### config.mk
export PLATFORM = sky130hd
export DESIGN_NAME = fpu_execute_stage_flat
export DESIGN_NICKNAME = d
export VERILOG_FILES = /design/src/rtl/fpu_execute_stage_if.sv /design/src/rtl/fpu_execute_stage.sv /design/src/flat_wrapper.sv
export SDC_FILE = /design/constraint.sdc
export NUM_CORES = 1
export LEC_CHECK = 0
export CAP_MARGIN = 10
export CORE_UTILIZATION = 40
export CTS_CLUSTER_SIZE = 40
export DETAILED_ROUTE_END_ITERATION = 10
export SETUP_SLACK_MARGIN = 0.4
export SLEW_MARGIN = 20
export SYNTH_ARGS = -nofsm -noshare
export SYNTH_HDL_FRONTEND = slang
export SYNTH_SLANG_ARGS = --single-unit
### constraint.sdc
create_clock -name clk -period 8.55 [get_ports clk]
set_input_delay 1.71 -clock clk [delete_from_list [all_inputs] [get_ports clk]]
set_output_delay 1.71 -clock clk [all_outputs]
set_load 0.005 [all_outputs]
### src/rtl/fpu_execute_stage_if.sv
// rtl/fpu_execute_stage_if.sv - ID/EX operand side and EX/WB result side of the FP32 execute stage
interface fpu_execute_stage_if;
    logic [31:0] RLeftIn;
    logic [31:0] RRightIn;
    logic [4:0]  RDAddressIn;
    logic [3:0]  FlagsIn;
    logic [31:0] ResultOut;
    logic [4:0]  RDAddressOut;
    logic        WriteEnOut;
    logic        DoneOut;
    logic        OverflowOut;
    logic        UnderflowOut;
    logic        Stall;

    modport master (
        output RLeftIn, RRightIn, RDAddressIn, FlagsIn,
        input  ResultOut, RDAddressOut, WriteEnOut, DoneOut, OverflowOut, UnderflowOut, Stall
    );

    modport slave (
        input  RLeftIn, RRightIn, RDAddressIn, FlagsIn,
        output ResultOut, RDAddressOut, WriteEnOut, DoneOut, OverflowOut, UnderflowOut, Stall
    );
endinterface

### src/rtl/fpu_execute_stage.sv
// rtl/fpu_execute_stage.sv - FP32 execute stage: single-cycle add/sub/move, 24-step shift-add multiply
module fpu_execute_stage (
    input logic                clk,
    input logic                rst,
    fpu_execute_stage_if.slave bus
);
    typedef enum logic [1:0] {IDLE, MUL, NORM} state_t;

    localparam logic [1:0]  OP_FSUB = 2'b01;
    localparam logic [1:0]  OP_FMUL = 2'b10;
    localparam logic [1:0]  OP_MOVE = 2'b11;
    localparam logic [31:0] QNAN    = 32'h7FC0_0000;

    state_t      state, state_next;
    logic [31:0] result_q;
    logic [4:0]  rd_q, mul_rd;
    logic        we_q, done_q, of_q, uf_q, mul_we;
    logic        mul_sign, mul_special;
    logic [31:0] mul_special_res;
    logic [9:0]  mul_exp;
    logic [23:0] mcand, mplier;
    logic [47:0] acc;
    logic [4:0]  cnt;

    logic [1:0]  op;
    logic        accept;
    logic        a_sign, b_sign, b_sign_eff, a_zero, b_zero, a_inf, b_inf;
    logic [7:0]  ea, eb, big_e, small_e, exp_diff;
    logic [23:0] ma, mb, big_m, small_m;
    logic        swap, big_sign, small_sign;
    logic [25:0] small_al;
    logic [26:0] sum;
    logic [4:0]  lz;
    logic [33:0] add_packed, alu_packed, mul_packed;

    // Packed form is {overflow, underflow, fp32 word}.
    function automatic logic [33:0] pack_result(input logic sign, input logic [9:0] exp_biased,
                                                input logic [22:0] frac);
        if ($signed(exp_biased) >= 10'sd255)
            return {2'b10, sign, 8'hFF, 23'd0};
        else if ($signed(exp_biased) <= 10'sd0)
            return {2'b01, sign, 31'd0};
        else
            return {2'b00, sign, exp_biased[7:0], frac};
    endfunction

    assign op     = bus.FlagsIn[1:0];
    assign accept = (state == IDLE) && bus.FlagsIn[3];
    assign a_sign = bus.RLeftIn[31];
    assign b_sign = bus.RRightIn[31];
    assign ea     = bus.RLeftIn[30:23];
    assign eb     = bus.RRightIn[30:23];
    assign a_zero = (ea == 8'h00);
    assign b_zero = (eb == 8'h00);
    assign a_inf  = (ea == 8'hFF);
    assign b_inf  = (eb == 8'hFF);
    assign ma     = a_zero ? 24'd0 : {1'b1, bus.RLeftIn[22:0]};
    assign mb     = b_zero ? 24'd0 : {1'b1, bus.RRightIn[22:0]};

    always_comb begin
        b_sign_eff = b_sign ^ (op == OP_FSUB);
        swap       = {eb, mb} > {ea, ma};
        big_sign   = swap ? b_sign_eff : a_sign;
        small_sign = swap ? a_sign : b_sign_eff;
        big_e      = swap ? eb : ea;
        small_e    = swap ? ea : eb;
        big_m      = swap ? mb : ma;
        small_m    = swap ? ma : mb;
        exp_diff   = big_e - small_e;
        // Two guard bits below the mantissa; alignment past them leaves nothing.
        small_al   = (exp_diff >= 8'd26) ? 26'd0 : ({small_m, 2'b00} >> exp_diff);
        sum        = (big_sign != small_sign) ? ({1'b0, big_m, 2'b00} - {1'b0, small_al})
                                              : ({1'b0, big_m, 2'b00} + {1'b0, small_al});
        lz = 5'd0;
        for (int i = 0; i < 26; i++)
            if (sum[i]) lz = 5'(25 - i);
        if (a_inf && b_inf)
            add_packed = (a_sign != b_sign_eff) ? {2'b00, QNAN} : {2'b00, a_sign, 8'hFF, 23'd0};
        else if (a_inf)
            add_packed = {2'b00, a_sign, 8'hFF, 23'd0};
        else if (b_inf)
            add_packed = {2'b00, b_sign_eff, 8'hFF, 23'd0};
        else if (sum == 27'd0)
            add_packed = 34'd0;
        else if (sum[26])
            add_packed = pack_result(big_sign, {2'b00, big_e} + 10'd1, 23'(sum >> 3));
        else
            add_packed = pack_result(big_sign, {2'b00, big_e} - {5'd0, lz},
                                     23'((sum[25:0] << lz) >> 2));
        alu_packed = (op == OP_MOVE) ? {2'b00, bus.RLeftIn} : add_packed;
    end

    always_comb begin
        mul_packed = {2'b00, mul_special_res};
        if (!mul_special)
            mul_packed = acc[47] ? pack_result(mul_sign, mul_exp + 10'd1, 23'(acc >> 24))
                                 : pack_result(mul_sign, mul_exp, 23'(acc >> 23));
    end

    always_comb begin
        state_next = state;
        case (state)
            IDLE: if (accept && op == OP_FMUL) state_next = MUL;
            MUL:  if (cnt == 5'd23) state_next = NORM;
            NORM: state_next = IDLE;
            default: state_next = IDLE;
        endcase
    end

    always_ff @(posedge clk or posedge rst) begin
        if (rst) state <= IDLE;
        else     state <= state_next;
    end

    always_ff @(posedge clk or posedge rst) begin
        if (rst) begin
            result_q <= '0; rd_q <= '0; we_q <= 1'b0;
            done_q <= 1'b0; of_q <= 1'b0; uf_q <= 1'b0;
            mul_sign <= 1'b0; mul_exp <= '0; mcand <= '0; mplier <= '0;
            acc <= '0; cnt <= '0; mul_special <= 1'b0; mul_special_res <= '0;
            mul_rd <= '0; mul_we <= 1'b0;
        end else begin
            done_q <= 1'b0;
            of_q   <= 1'b0;
            uf_q   <= 1'b0;
            case (state)
                IDLE: if (accept) begin
                    if (op == OP_FMUL) begin
                        mul_sign    <= a_sign ^ b_sign;
                        mul_exp     <= {2'b00, ea} + {2'b00, eb} - 10'd127;
                        mcand       <= ma;
                        mplier      <= mb;
                        acc         <= '0;
                        cnt         <= '0;
                        mul_rd      <= bus.RDAddressIn;
                        mul_we      <= bus.FlagsIn[2];
                        mul_special <= a_inf || b_inf || a_zero || b_zero;
                        if ((a_inf && b_zero) || (b_inf && a_zero))
                            mul_special_res <= QNAN;
                        else if (a_inf || b_inf)
                            mul_special_res <= {a_sign ^ b_sign, 8'hFF, 23'd0};
                        else
                            mul_special_res <= {a_sign ^ b_sign, 31'd0};
                    end else begin
                        result_q <= alu_packed[31:0];
                        of_q     <= alu_packed[33];
                        uf_q     <= alu_packed[32];
                        rd_q     <= bus.RDAddressIn;
                        we_q     <= bus.FlagsIn[2];
                        done_q   <= 1'b1;
                    end
                end
                MUL: begin
                    if (mplier[cnt]) acc <= acc + ({24'd0, mcand} << cnt);
                    cnt <= cnt + 5'd1;
                end
                NORM: begin
                    result_q <= mul_packed[31:0];
                    of_q     <= mul_packed[33];
                    uf_q     <= mul_packed[32];
                    rd_q     <= mul_rd;
                    we_q     <= mul_we;
                    done_q   <= 1'b1;
                end
                default: ;
            endcase
        end
    end

    assign bus.ResultOut    = result_q;
    assign bus.RDAddressOut = rd_q;
    assign bus.WriteEnOut   = we_q;
    assign bus.DoneOut      = done_q;
    assign bus.OverflowOut  = of_q;
    assign bus.UnderflowOut = uf_q;
    assign bus.Stall        = (state != IDLE);
endmodule

### src/flat_wrapper.sv
// flat-port wrapper written by rule: the top's interface ports become plain ports
module fpu_execute_stage_flat 
  (clk, rst, bus_RLeftIn, bus_RRightIn, bus_RDAddressIn, bus_FlagsIn, bus_ResultOut, bus_RDAddressOut, bus_WriteEnOut, bus_DoneOut, bus_OverflowOut, bus_UnderflowOut, bus_Stall);
  fpu_execute_stage_if bus_i ();
  input logic clk;
  input logic rst;
  input wire logic [$bits(bus_i.RLeftIn)-1:0] bus_RLeftIn;
  input wire logic [$bits(bus_i.RRightIn)-1:0] bus_RRightIn;
  input wire logic [$bits(bus_i.RDAddressIn)-1:0] bus_RDAddressIn;
  input wire logic [$bits(bus_i.FlagsIn)-1:0] bus_FlagsIn;
  output wire logic [$bits(bus_i.ResultOut)-1:0] bus_ResultOut;
  output wire logic [$bits(bus_i.RDAddressOut)-1:0] bus_RDAddressOut;
  output wire logic [$bits(bus_i.WriteEnOut)-1:0] bus_WriteEnOut;
  output wire logic [$bits(bus_i.DoneOut)-1:0] bus_DoneOut;
  output wire logic [$bits(bus_i.OverflowOut)-1:0] bus_OverflowOut;
  output wire logic [$bits(bus_i.UnderflowOut)-1:0] bus_UnderflowOut;
  output wire logic [$bits(bus_i.Stall)-1:0] bus_Stall;
  assign bus_i.RLeftIn = bus_RLeftIn;
  assign bus_i.RRightIn = bus_RRightIn;
  assign bus_i.RDAddressIn = bus_RDAddressIn;
  assign bus_i.FlagsIn = bus_FlagsIn;
  assign bus_ResultOut = bus_i.ResultOut;
  assign bus_RDAddressOut = bus_i.RDAddressOut;
  assign bus_WriteEnOut = bus_i.WriteEnOut;
  assign bus_DoneOut = bus_i.DoneOut;
  assign bus_OverflowOut = bus_i.OverflowOut;
  assign bus_UnderflowOut = bus_i.UnderflowOut;
  assign bus_Stall = bus_i.Stall;
  fpu_execute_stage u_core (.clk(clk), .rst(rst), .bus(bus_i));
endmodule
== Word-level counts from Yosys, hierarchy flattened ==
Cells that the tools add are included.
Operators by class
  reduce and logical (&&, ||, !) cells: 21
  $add $sub $neg: 10
  shifts and indexed selects: 3
  order comparisons: 11
  bitwise operators: 2
  mux-type cells: 85
  equal/unequal tests: 16
Operator list (number)
  two-way mux 34 bit: 12
  two-way mux 5 bit: 30
  two-way mux 48 bit: 3
  two-way mux 33 bit: 4
  two-way mux 32 bit: 4
  two-way mux 24 bit: 4
  one-hot mux 48 bit (2 select lines): 1
  one-hot mux 32 bit (2 select lines): 1
  adder 48 bit: 1
  << shifter 24 x 5 -> 48 bit: 1
  greater-or-equal comparator 10 x 9 -> 1 bit, second input constant: 4
  less-or-equal comparator 10 x 1 -> 1 bit, second input constant: 4
  > comparator 32 bit: 1
  two-way mux 31 bit: 1
  adder 26 x 26 -> 27 bit: 1
  zero test 27 bit: 1
  two-way mux 27 bit: 1
  subtractor 26 x 26 -> 27 bit: 1
  two-way mux 26 bit: 1
  << shifter 26 x 5 -> 25 bit: 1
  >> shifter 26 x 8 -> 26 bit: 1
  one-hot mux 5 bit (2 select lines): 2
  equality test 8 bit, second input constant: 2
  zero test 8 bit: 2
  29 further kinds: 64
Storage, ports and cells
  output and inout bits: 42
  word-level logic and storage cells: 165
  input port bits: 75
  flip-flop bits (word level): 194

== Longest topological paths before layout ==
  depth in word-level cells: 48
  gate-level depth with buffers: 73
  mapped depth without buffers: 65

== Worst setup path before layout ==
Ideal clock, no wire load.
  kind: input to register
  start: in bus_RRightIn[23]
  end: reg u_core.result_q[0] (netlist: u_core.bus.ResultOut[0])
  cell stages on the path: 69
  slack: -5924 ps
  data required time: 8454 ps
  data arrival time: 14379 ps
  library setup time: 96 ps
  path buffers: 9
  cells stage by stage: nor4_1 -> nand2_1 -> clkbuf_1 -> buf_1 -> nand2_1 -> inv_1 -> ha_1 -> a21o_1 -> a21oi_1 -> nor2_1 -> a2111o_1 -> o21ai_4 -> buf_2 -> buf_2 -> clkbuf_1 -> clkbuf_1 -> nor2_1 -> nor2_1 -> [... 33 more ...] -> inv_2 -> buf_6 -> ha_1 -> nor2b_1 -> o21ai_0 -> nand2b_1 -> a21o_1 -> a21oi_1 -> xnor2_1 -> nor4_1 -> maj3_1 -> nand2_1 -> nand2_1 -> nor2_1 -> nand2_1 -> o32ai_1 -> a22oi_1 -> o31ai_1
On the way
  longest elaborated chain between the ends: 48
  elaborated cells between the ends (all ways): 66
  those cells by class: add/sub: 5; order compare: 6; eq/ne: 2; shift: 2; mux: 48; reduce/logical: 3
RTL lines
  start: declaration: line flat_wrapper.sv:8  | input wire logic [$bits(bus_i.RRightIn)-1:0] bus_RRightIn;
  zero test 8 bit *: line fpu_execute_stage.sv:54  | assign b_zero = (eb == 8'h00);
  two-way mux 24 bit *: line fpu_execute_stage.sv:58  | assign mb = b_zero ? 24'd0 : {1'b1, bus.RRightIn[22:0]};
  via u_core.mb[23]: line fpu_execute_stage.sv:29  | logic [23:0] ma, mb, big_m, small_m;
  > comparator 32 bit: line fpu_execute_stage.sv:62  | swap = {eb, mb} > {ea, ma};
  two-way mux 8 bit (on tied branches): line fpu_execute_stage.sv:65, fpu_execute_stage.sv:66
  subtractor 8 bit: line fpu_execute_stage.sv:69  | exp_diff = big_e - small_e;
  >> shifter 26 x 8 -> 26 bit or greater-or-equal comparator 8 x 5 -> 1 bit (tied branches): line fpu_execute_stage.sv:71  | small_al = (exp_diff >= 8'd26) ? 26'd0 : ({small_m, 2'b00} >> exp_diff);
  two-way mux 26 bit: line fpu_execute_stage.sv:71
  [... 33 more ...]
  two-way mux 34 bit *: line fpu_execute_stage.sv:83  | else if (sum == 27'd0)
  two-way mux 34 bit *: line fpu_execute_stage.sv:81  | else if (b_inf)
  two-way mux 34 bit *: line fpu_execute_stage.sv:79  | else if (a_inf)
  two-way mux 34 bit *: line fpu_execute_stage.sv:77  | if (a_inf && b_inf)
  two-way mux 34 bit *: line fpu_execute_stage.sv:90  | alu_packed = (op == OP_MOVE) ? {2'b00, bus.RLeftIn} : add_packed;
  two-way mux 32 bit *: line fpu_execute_stage.sv:128  | if (op == OP_FMUL) begin
  two-way mux 32 bit *: line fpu_execute_stage.sv:127  | IDLE: if (accept) begin
  one-hot mux 32 bit (2 select lines) *: line fpu_execute_stage.sv:126  | case (state)
  end signal: assignment: line fpu_execute_stage.sv:145  | result_q <= alu_packed[31:0];
  end signal: assignment: line fpu_execute_stage.sv:158  | result_q <= mul_packed[31:0];
  end: declaration: line fpu_execute_stage.sv:15  | logic [31:0] result_q;
The timed path passes the listed nets; every way through them passes the cells marked *. The select of a mux whose other input is x is not followed.
A chain may end at the register's enable or synchronous reset.

== Worst setup path after layout ==
  start: in bus_RLeftIn[28]
  end: reg u_core.result_q[19] (netlist: u_core.bus.ResultOut[19])
On the way
  longest elaborated chain between the ends: 48
  elaborated cells between the ends (all ways): 66
  those cells by class: add/sub: 5; order compare: 6; eq/ne: 2; shift: 2; mux: 48; reduce/logical: 3
RTL lines
  start: declaration: line flat_wrapper.sv:7  | input wire logic [$bits(bus_i.RLeftIn)-1:0] bus_RLeftIn;
  zero test 8 bit: line fpu_execute_stage.sv:53  | assign a_zero = (ea == 8'h00);
  two-way mux 24 bit: line fpu_execute_stage.sv:57  | assign ma = a_zero ? 24'd0 : {1'b1, bus.RLeftIn[22:0]};
  > comparator 32 bit: line fpu_execute_stage.sv:62
  two-way mux 8 bit (on tied branches): line fpu_execute_stage.sv:65, fpu_execute_stage.sv:66
  subtractor 8 bit: line fpu_execute_stage.sv:69
  >> shifter 26 x 8 -> 26 bit or greater-or-equal comparator 8 x 5 -> 1 bit (tied branches): line fpu_execute_stage.sv:71
  two-way mux 26 bit: line fpu_execute_stage.sv:71
  adder 26 x 26 -> 27 bit or subtractor 26 x 26 -> 27 bit (tied branches): line fpu_execute_stage.sv:73, fpu_execute_stage.sv:72
  [... 32 more ...]
  two-way mux 34 bit: line fpu_execute_stage.sv:83
  two-way mux 34 bit: line fpu_execute_stage.sv:81
  two-way mux 34 bit: line fpu_execute_stage.sv:79
  two-way mux 34 bit *: line fpu_execute_stage.sv:77
  two-way mux 34 bit *: line fpu_execute_stage.sv:90
  two-way mux 32 bit *: line fpu_execute_stage.sv:128
  two-way mux 32 bit *: line fpu_execute_stage.sv:127
  one-hot mux 32 bit (2 select lines) *: line fpu_execute_stage.sv:126
Mark *: on every way between the ends. The rest lies on a longest branch, timed or not. The select of a mux whose other input is x is not followed.

==> out/metrics.csv <==
metric,value,unit
status,"finished, violations left",
violations,negative setup slack,
reg2reg_from,u_core.cnt[1],
vias,25100,
comb_power_share,74.9,%
netlist_area,20900,um2
final-instance-count-excl-fill,4208,
viasPerCell,5.95,
dp_slack,-4.96,ns
drive_gt1_share,31.4,%
place_congestion,1.02,
grt_pass1_vias,24200,
regToRegSetupSlack,1.48,ns
endpoint_kind,register,
synth_warnings,0,
intPower,4.79,mW
slew_headroom,25.4,%
syn-num-nets,3072,
hold_depth,2,
drt-initial-drc-count,2417,
grt_setup_unrepaired,yes,
synth-seq-cells,165,
io_pins,117,
fp.dieW,231,um
h-tree-depth,4,
initial_core_util,40.6,%
cts_tree,yes,
cap_violations,0,
p_sw,4.82,mW
p_leak,13.6,nW
cts_hold_buf,0,
path_class,input pin to register,
hold_violations,0,
powerDensity,320,nW/um2
p_seq_share,16.6,%
worst_pin_slew,1.12,ns
wirelength,96700,um
fin_crit_sh,145,%
p_clk_share,8.5,%
hpwl,76600,um
tns,-125.19,ns
dieArea,53200,um2
r2r-end,u_core.acc[47],
grt-ovfl-total,0,
rr_worst_depth,27,
setup_slack,-3.86,ns
grt_pass1_wl,146000,um
synth_cell_types,109,
maxSlewViolCount,0,
arrival,12.79,ns
cts-buffers-inserted,17,
ir_worst_vdd,0.191,mV
wl_per_cell,23.0,um
rows,83,
areaGrowthSynthToFinish,43.6,%
setup_viol,34,
ys_seq_area_share,19.7,%
core-area,51500,um2
ant_nets,0,
crit_slowest_cell,or4b_4,
fill_cells,4789,
grt_util_all_layers,36.0,%
cp-start-kind,input pin,
swShare,50.1,%
total_power,9.62,mW
max_freq,80.6,MHz
synth_edf_count,0,
first_pass_iters,6,
min_to,u_core.mul_rd[1],
die_h,231,um
required,8.93,ns
place_inst,4074,
antenna_found_initial,1,
ys_async_sr_fraction,100,%
clock_skew,0.0148,ns
crit_fanout,6,
cts_buffer_depth,2,
diodes,0,
min-delay-start,u_core.mul_rd[1],
portBuffers,116,
clock_latency,0.51,ns
fin_crit,12.41,ns
hold_path.class,register to register,
drc,0,
synthCells,2842,
clkTransAtPathRegs,0.07,ns
cp_common_cell,buf_4,
grt_max_degree,94,
ys.flop_type,dfrtp_1,
syn_avg_cell_area,7.36,um2
cpPeakStageDelay,0.56,ns
root_buffer,clkbuf_16,
final_nets,3745,
cts_sinks,165,
per-stage QoR:
| stage | utilization (%) | hold slack, ns | cell area (um2) |
|---|---|---|---|
| 2_1_floorplan | - | 0.445 | 21500 |
| 3_3_place_gp | 52.9 | 0.459 | 27300 |
| 3_5_place_dp | 52.9 | 0.464 | 27300 |
| 4_1_cts | 56.6 | 0.483 | 29200 |
| 5_1_grt | 58.3 | 0.503 | 30000 |
| 6_report | 58.3 | 0.482 | 30000 |
layout by cell type (no fill, tap or decap), drive strengths merged, types with 44 or more instances in the layout:
cell type / count
a21oi: 203
a31oi: 44
buf: 719
clkdlybuf4s50: 100
dfrtp: 165
ha: 151
inv: 148
mux2i: 94
nand2: 388
nand3: 98
nor2: 252
nor3: 70
o21ai: 282
xnor2: 67
layer usage:
| metal | up-vias | GRT usage, % | wire length [um] |
|---|---|---|---|
| met3 | 188 | 5.92 | 6750 |
| li1 | 11700 | - | - |
| met4 | 2 | 15.7 | 4310 |
| met5 | - | 0 | 13 |
| met2 | 971 | 56.7 | 43200 |
| met1 | 12200 | 48.5 | 42400 |
logic make-up (layout without fill, tap and decap cells):
kind of cell / Yosys count / in the layout / share of synthesized area [%]
XOR/XNOR: 102 / 102 / 4.31
adder cells (fa/ha/maj): 156 / 156 / 9.47
multiplexers: 154 / 154 / 9.01
AND/OR/NAND/NOR: 1036 / 1036 / 22.8
buffers and inverters: 312 / 998 / 6.01
AO/OA/AOI/OAI: 917 / 917 / 28.6
flip-flops: 165 / 165 / 19.7
power by group through the flow:
| stage | clock, mW | combinational [mW] | sequential [mW] |
|---|---|---|---|
| floorplan | 0 | 4.36 | 1.39 |
| global placement | 0 | 6.60 | 1.58 |
| detailed placement | 0 | 6.70 | 1.59 |
| CTS | 0.831 | 6.91 | 1.59 |
| global route | 0.861 | 7.82 | 1.65 |
| finish | 0.818 | 7.20 | 1.60 |
what timing repair did:
action | 4_1_cts | 5_1_grt
setup endpoints to repair | 34 | 34
gates resized for setup | 216 | 121
gates cloned | 3 | 0
pin swaps | 103 | 116
setup buffers | 70 | 29
critical path, delay by kind of cell:
family,cells,cell delay [ns]
XOR/XNOR,2,0.25
multiplexers,2,0.79
AO/OA/AOI/OAI,20,3.48
buffers and inverters,16,2.23
adder cells (fa/ha/maj),5,1.22
AND/OR/NAND/NOR,18,3.08
worst max path at each step:
stage | start | endpoint | depth (start not counted)
global route | bus_RRightIn[28] | u_core.bus.ResultOut[15] | 68
global placement | bus_RLeftIn[27] | u_core.bus.ResultOut[8] | 61
CTS | bus_RRightIn[30] | u_core.bus.ResultOut[19] | 67
finish | bus_RLeftIn[28] | u_core.bus.ResultOut[19] | 63
floorplan | bus_RRightIn[25] | u_core.bus.ResultOut[16] | 66
detailed placement | bus_RLeftIn[27] | u_core.bus.ResultOut[8] | 58
cell type report:
type	instances	area, um2	area share (%)
multi-input cells	2365	17200	57.2
repair buffers	824	6700	22.3
flip-flops and latches	165	4130	13.8
well taps	680	851	2.83
inverters	142	556	1.85
clock buffers	17	425	1.42
clock inverters	15	180	0.600
state kept, by name (all words and copies together), names as in the netlist:
signal                   flops
u_core.mul_rd                5
u_core.bus.OverflowOut       1
u_core.bus.DoneOut           1
u_core.mul_special           1
u_core.acc                  48
u_core.cnt                   5
u_core.bus.WriteEnOut        1
u_core.bus.ResultOut        32
u_core.mcand                24
u_core.mul_we                1
u_core.state                 2
u_core.bus.UnderflowOut      1
u_core.mplier               24
u_core.mul_exp              10
u_core.bus.RDAddressOut      5
u_core.mul_special_res       3
u_core.mul_sign              1
cells in the mapped netlist (28+ instances only):
cell type / instances / area [um2]
o21ai_0: 270 / 1350
ha_1: 151 / 1890
nand2b_1: 42 / 263
xnor2_1: 66 / 578
o22ai_1: 33 / 206
o211ai_1: 39 / 293
nor3_1: 69 / 345
nor2_1: 251 / 942
and2_1: 29 / 181
or3_1: 28 / 175
mux2i_1: 92 / 921
a31oi_1: 43 / 269
a21oi_1: 199 / 996
clkbuf_1: 121 / 454
xor2_1: 35 / 307
inv_1: 139 / 522
dfrtp_1: 165 / 4130
a22oi_1: 34 / 255
mux2_2: 35 / 394
nand2_1: 386 / 1450
a21o_1: 33 / 248
nand3_1: 98 / 490
Power figures use the tool's default switching activity.
==> patch: new RTL, same flow settings <==
Reset style: synchronous (`rst`), changed in 2 clocked blocks.
--- a/src/rtl/fpu_execute_stage.sv
+++ b/src/rtl/fpu_execute_stage.sv
@@ -107,12 +107,12 @@
         endcase
     end
 
-    always_ff @(posedge clk or posedge rst) begin
+    always_ff @(posedge clk) begin
         if (rst) state <= IDLE;
         else     state <= state_next;
     end
 
-    always_ff @(posedge clk or posedge rst) begin
+    always_ff @(posedge clk) begin
         if (rst) begin
             result_q <= '0; rd_q <= '0; we_q <= 1'b0;
             done_q <= 1'b0; of_q <= 1'b0; uf_q <= 1'b0;
Check against the original RTL: not equivalent (a bounded check fails within 4 cycles, from zero or initial values and one cycle with rst high; the reset may be asserted at any time).
==> patch against the unedited design <==
Design area down 5.5%. The flow still finishes with violations (negative setup slack). Setup slack worse by 0.51 ns. Sequential cell count unchanged. Die area down 4.3%. Area after synthesis down 4.3%. Utilization down 0.56 points. Wire length down 1.8%.
Power is not compared: it rests on default switching activity, and its combinational part moved more than twofold at a synthesized area within 25%.
==> patch: results (changes against the unedited design) <==
[finish]
multiInputGateArea_mm2 = 0.0166  ; -3.3%
n_antenna_cell = 1  ; +1
design_area_mm2 = 0.0284  ; -5.5%
finish.net_count = 3696  ; -1.3%
seqCellArea_mm2 = 0.00331  ; -20%
num-nonclk-buffers = 805  ; -2.3%
clkbuf_count = 20  ; +3
n_fill_cell = 4778  ; -0.23%
final-nonclk-buf-share_pct = 23.0  ; +0.70 points
multi_input_cells = 2350  ; -0.63%
drive_gt1_share_pct = 29.9  ; -1.5 points

[sta]
final.setup.worst_slack_ns = -4.36  ; -0.506 ns
skew_ns = 0.0118  ; -0.00300 ns
finalSetupTns_ns = -140.24  ; -15.06 ns
setup_viol = 34  ; unchanged
relSlewSlack_pct = 23.9  ; -1.5 points
hold_ws_ns = 0.452  ; -0.0305 ns

[routing]
drt-total-wl_um = 94900  ; -1.8%
drtIter0Drc = 2155  ; -11%
avgViaCountPerCell = 6.02  ; +1.1%
wire_per_inst_um = 22.9  ; -0.34%

[min_path]
min_from = u_core.mplier[23]
whs_endpoint = u_core.mplier[23]
whs_path_depth = 1  ; -1

[place]
dpl.cell_count = 4059  ; -0.37%
routabilityCongestion = 1.10  ; +7.0%
post-place-ws_ns = -5.62  ; -0.659 ns

[synthesis]
async_reset_ff_share_pct = 0  ; -100 points
synth_common_cells = nor2_1, nand2_1, a21oi_1
synth_cell_types = 100  ; -8.3%
yosysSeqAreaShare_pct = 16.5  ; -3.2 points
yosysTopAreaCell = dfxtp_1
synth_area_per_cell_um2 = 7.09  ; -3.7%

[status]
status = finished, violations left
violations = negative setup slack

[grt]
met3_usage_pct = 6.71  ; +0.80 points
track_usage_pct = 37.0  ; +0.99 points
grt_first_pass_wirelength_um = 143000  ; -2.4%
antenna_found_initial = 4  ; +3
grt_max_degree = 73  ; -22%
gr-usage-met1_pct = 45.7  ; -2.8 points
grt_pass1_vias = 24155  ; +0.0083%

[worst_setup_path]
cp_max_fo = 5  ; -1
worstPathArrival_ns = 13.28  ; +0.49 ns
startpoint = bus_RRightIn[27]
reg2reg_to = u_core.acc[47]
slowest_delay_ns = 0.49  ; -0.07 ns
slowest_stage = nor4_4
reg2reg_from = u_core.cnt[0]

-- patch: worst max path at each step --
stage / slack [ns] / to / cells after the start
after floorplan: -4.75 / u_core.bus.ResultOut[7] / 71
after global placement: -5.96 / u_core.bus.ResultOut[14] / 58
after detailed placement: -5.62 / u_core.bus.ResultOut[1] / 68
after CTS: -4.14 / u_core.bus.ResultOut[0] / 66
after global routing: -4.80 / u_core.bus.ResultOut[1] / 65
final: -4.36 / u_core.bus.ResultOut[17] / 65
-- patch: timing repair --
action / 4_1_cts / 5_1_grt
pin swaps: 87 / 59
endpoints found under the hold margin: 0 / 0
buffers inserted: 34 / 14
endpoints found under the setup margin: 34 / 34
gates resized for setup: 172 / 77
cloned: 5 / 0
-- patch: cell families (layout without fill, tap and decap cells) --
group / count (synthesis) / in the layout / share of synthesized area, %
simple gates: 1021 / 1021 / 23.3
compound gates: 931 / 931 / 30.6
buf+inv: 308 / 965 / 6.19
flops: 165 / 165 / 16.5
fa+ha+maj: 154 / 154 / 9.78
mux: 148 / 148 / 9.42
xor+xnor: 96 / 96 / 4.20
other cells: 0 / 1 / 0
-- patch: power breakdown --
group / switching (mW) / internal, mW / total, mW / leakage, nW
Combinational: 1.76 / 1.49 / 3.26 / 10.7
Sequential: 0.0382 / 0.810 / 0.848 / 1.34
Clock: 0.376 / 0.420 / 0.796 / 0.282
Total: 2.18 / 2.72 / 4.90 / 12.3
-- patch: routing by layer --
metal	up-vias	part of all wire [%]
li1	11617	-
met1	11957	41
met2	1102	46
met3	262	7.4
met4	6	5.8
met5	-	0.041
-- patch: critical path, delay by kind of cell --
kind	cells	cell delay [ns]
adder cells (fa/ha/maj)	5	1.22
XOR/XNOR	1	0.19
AO/OA/AOI/OAI	25	4.15
AND/OR/NAND/NOR	19	4.18
buffers and inverters	13	1.42
multiplexers	2	0.39
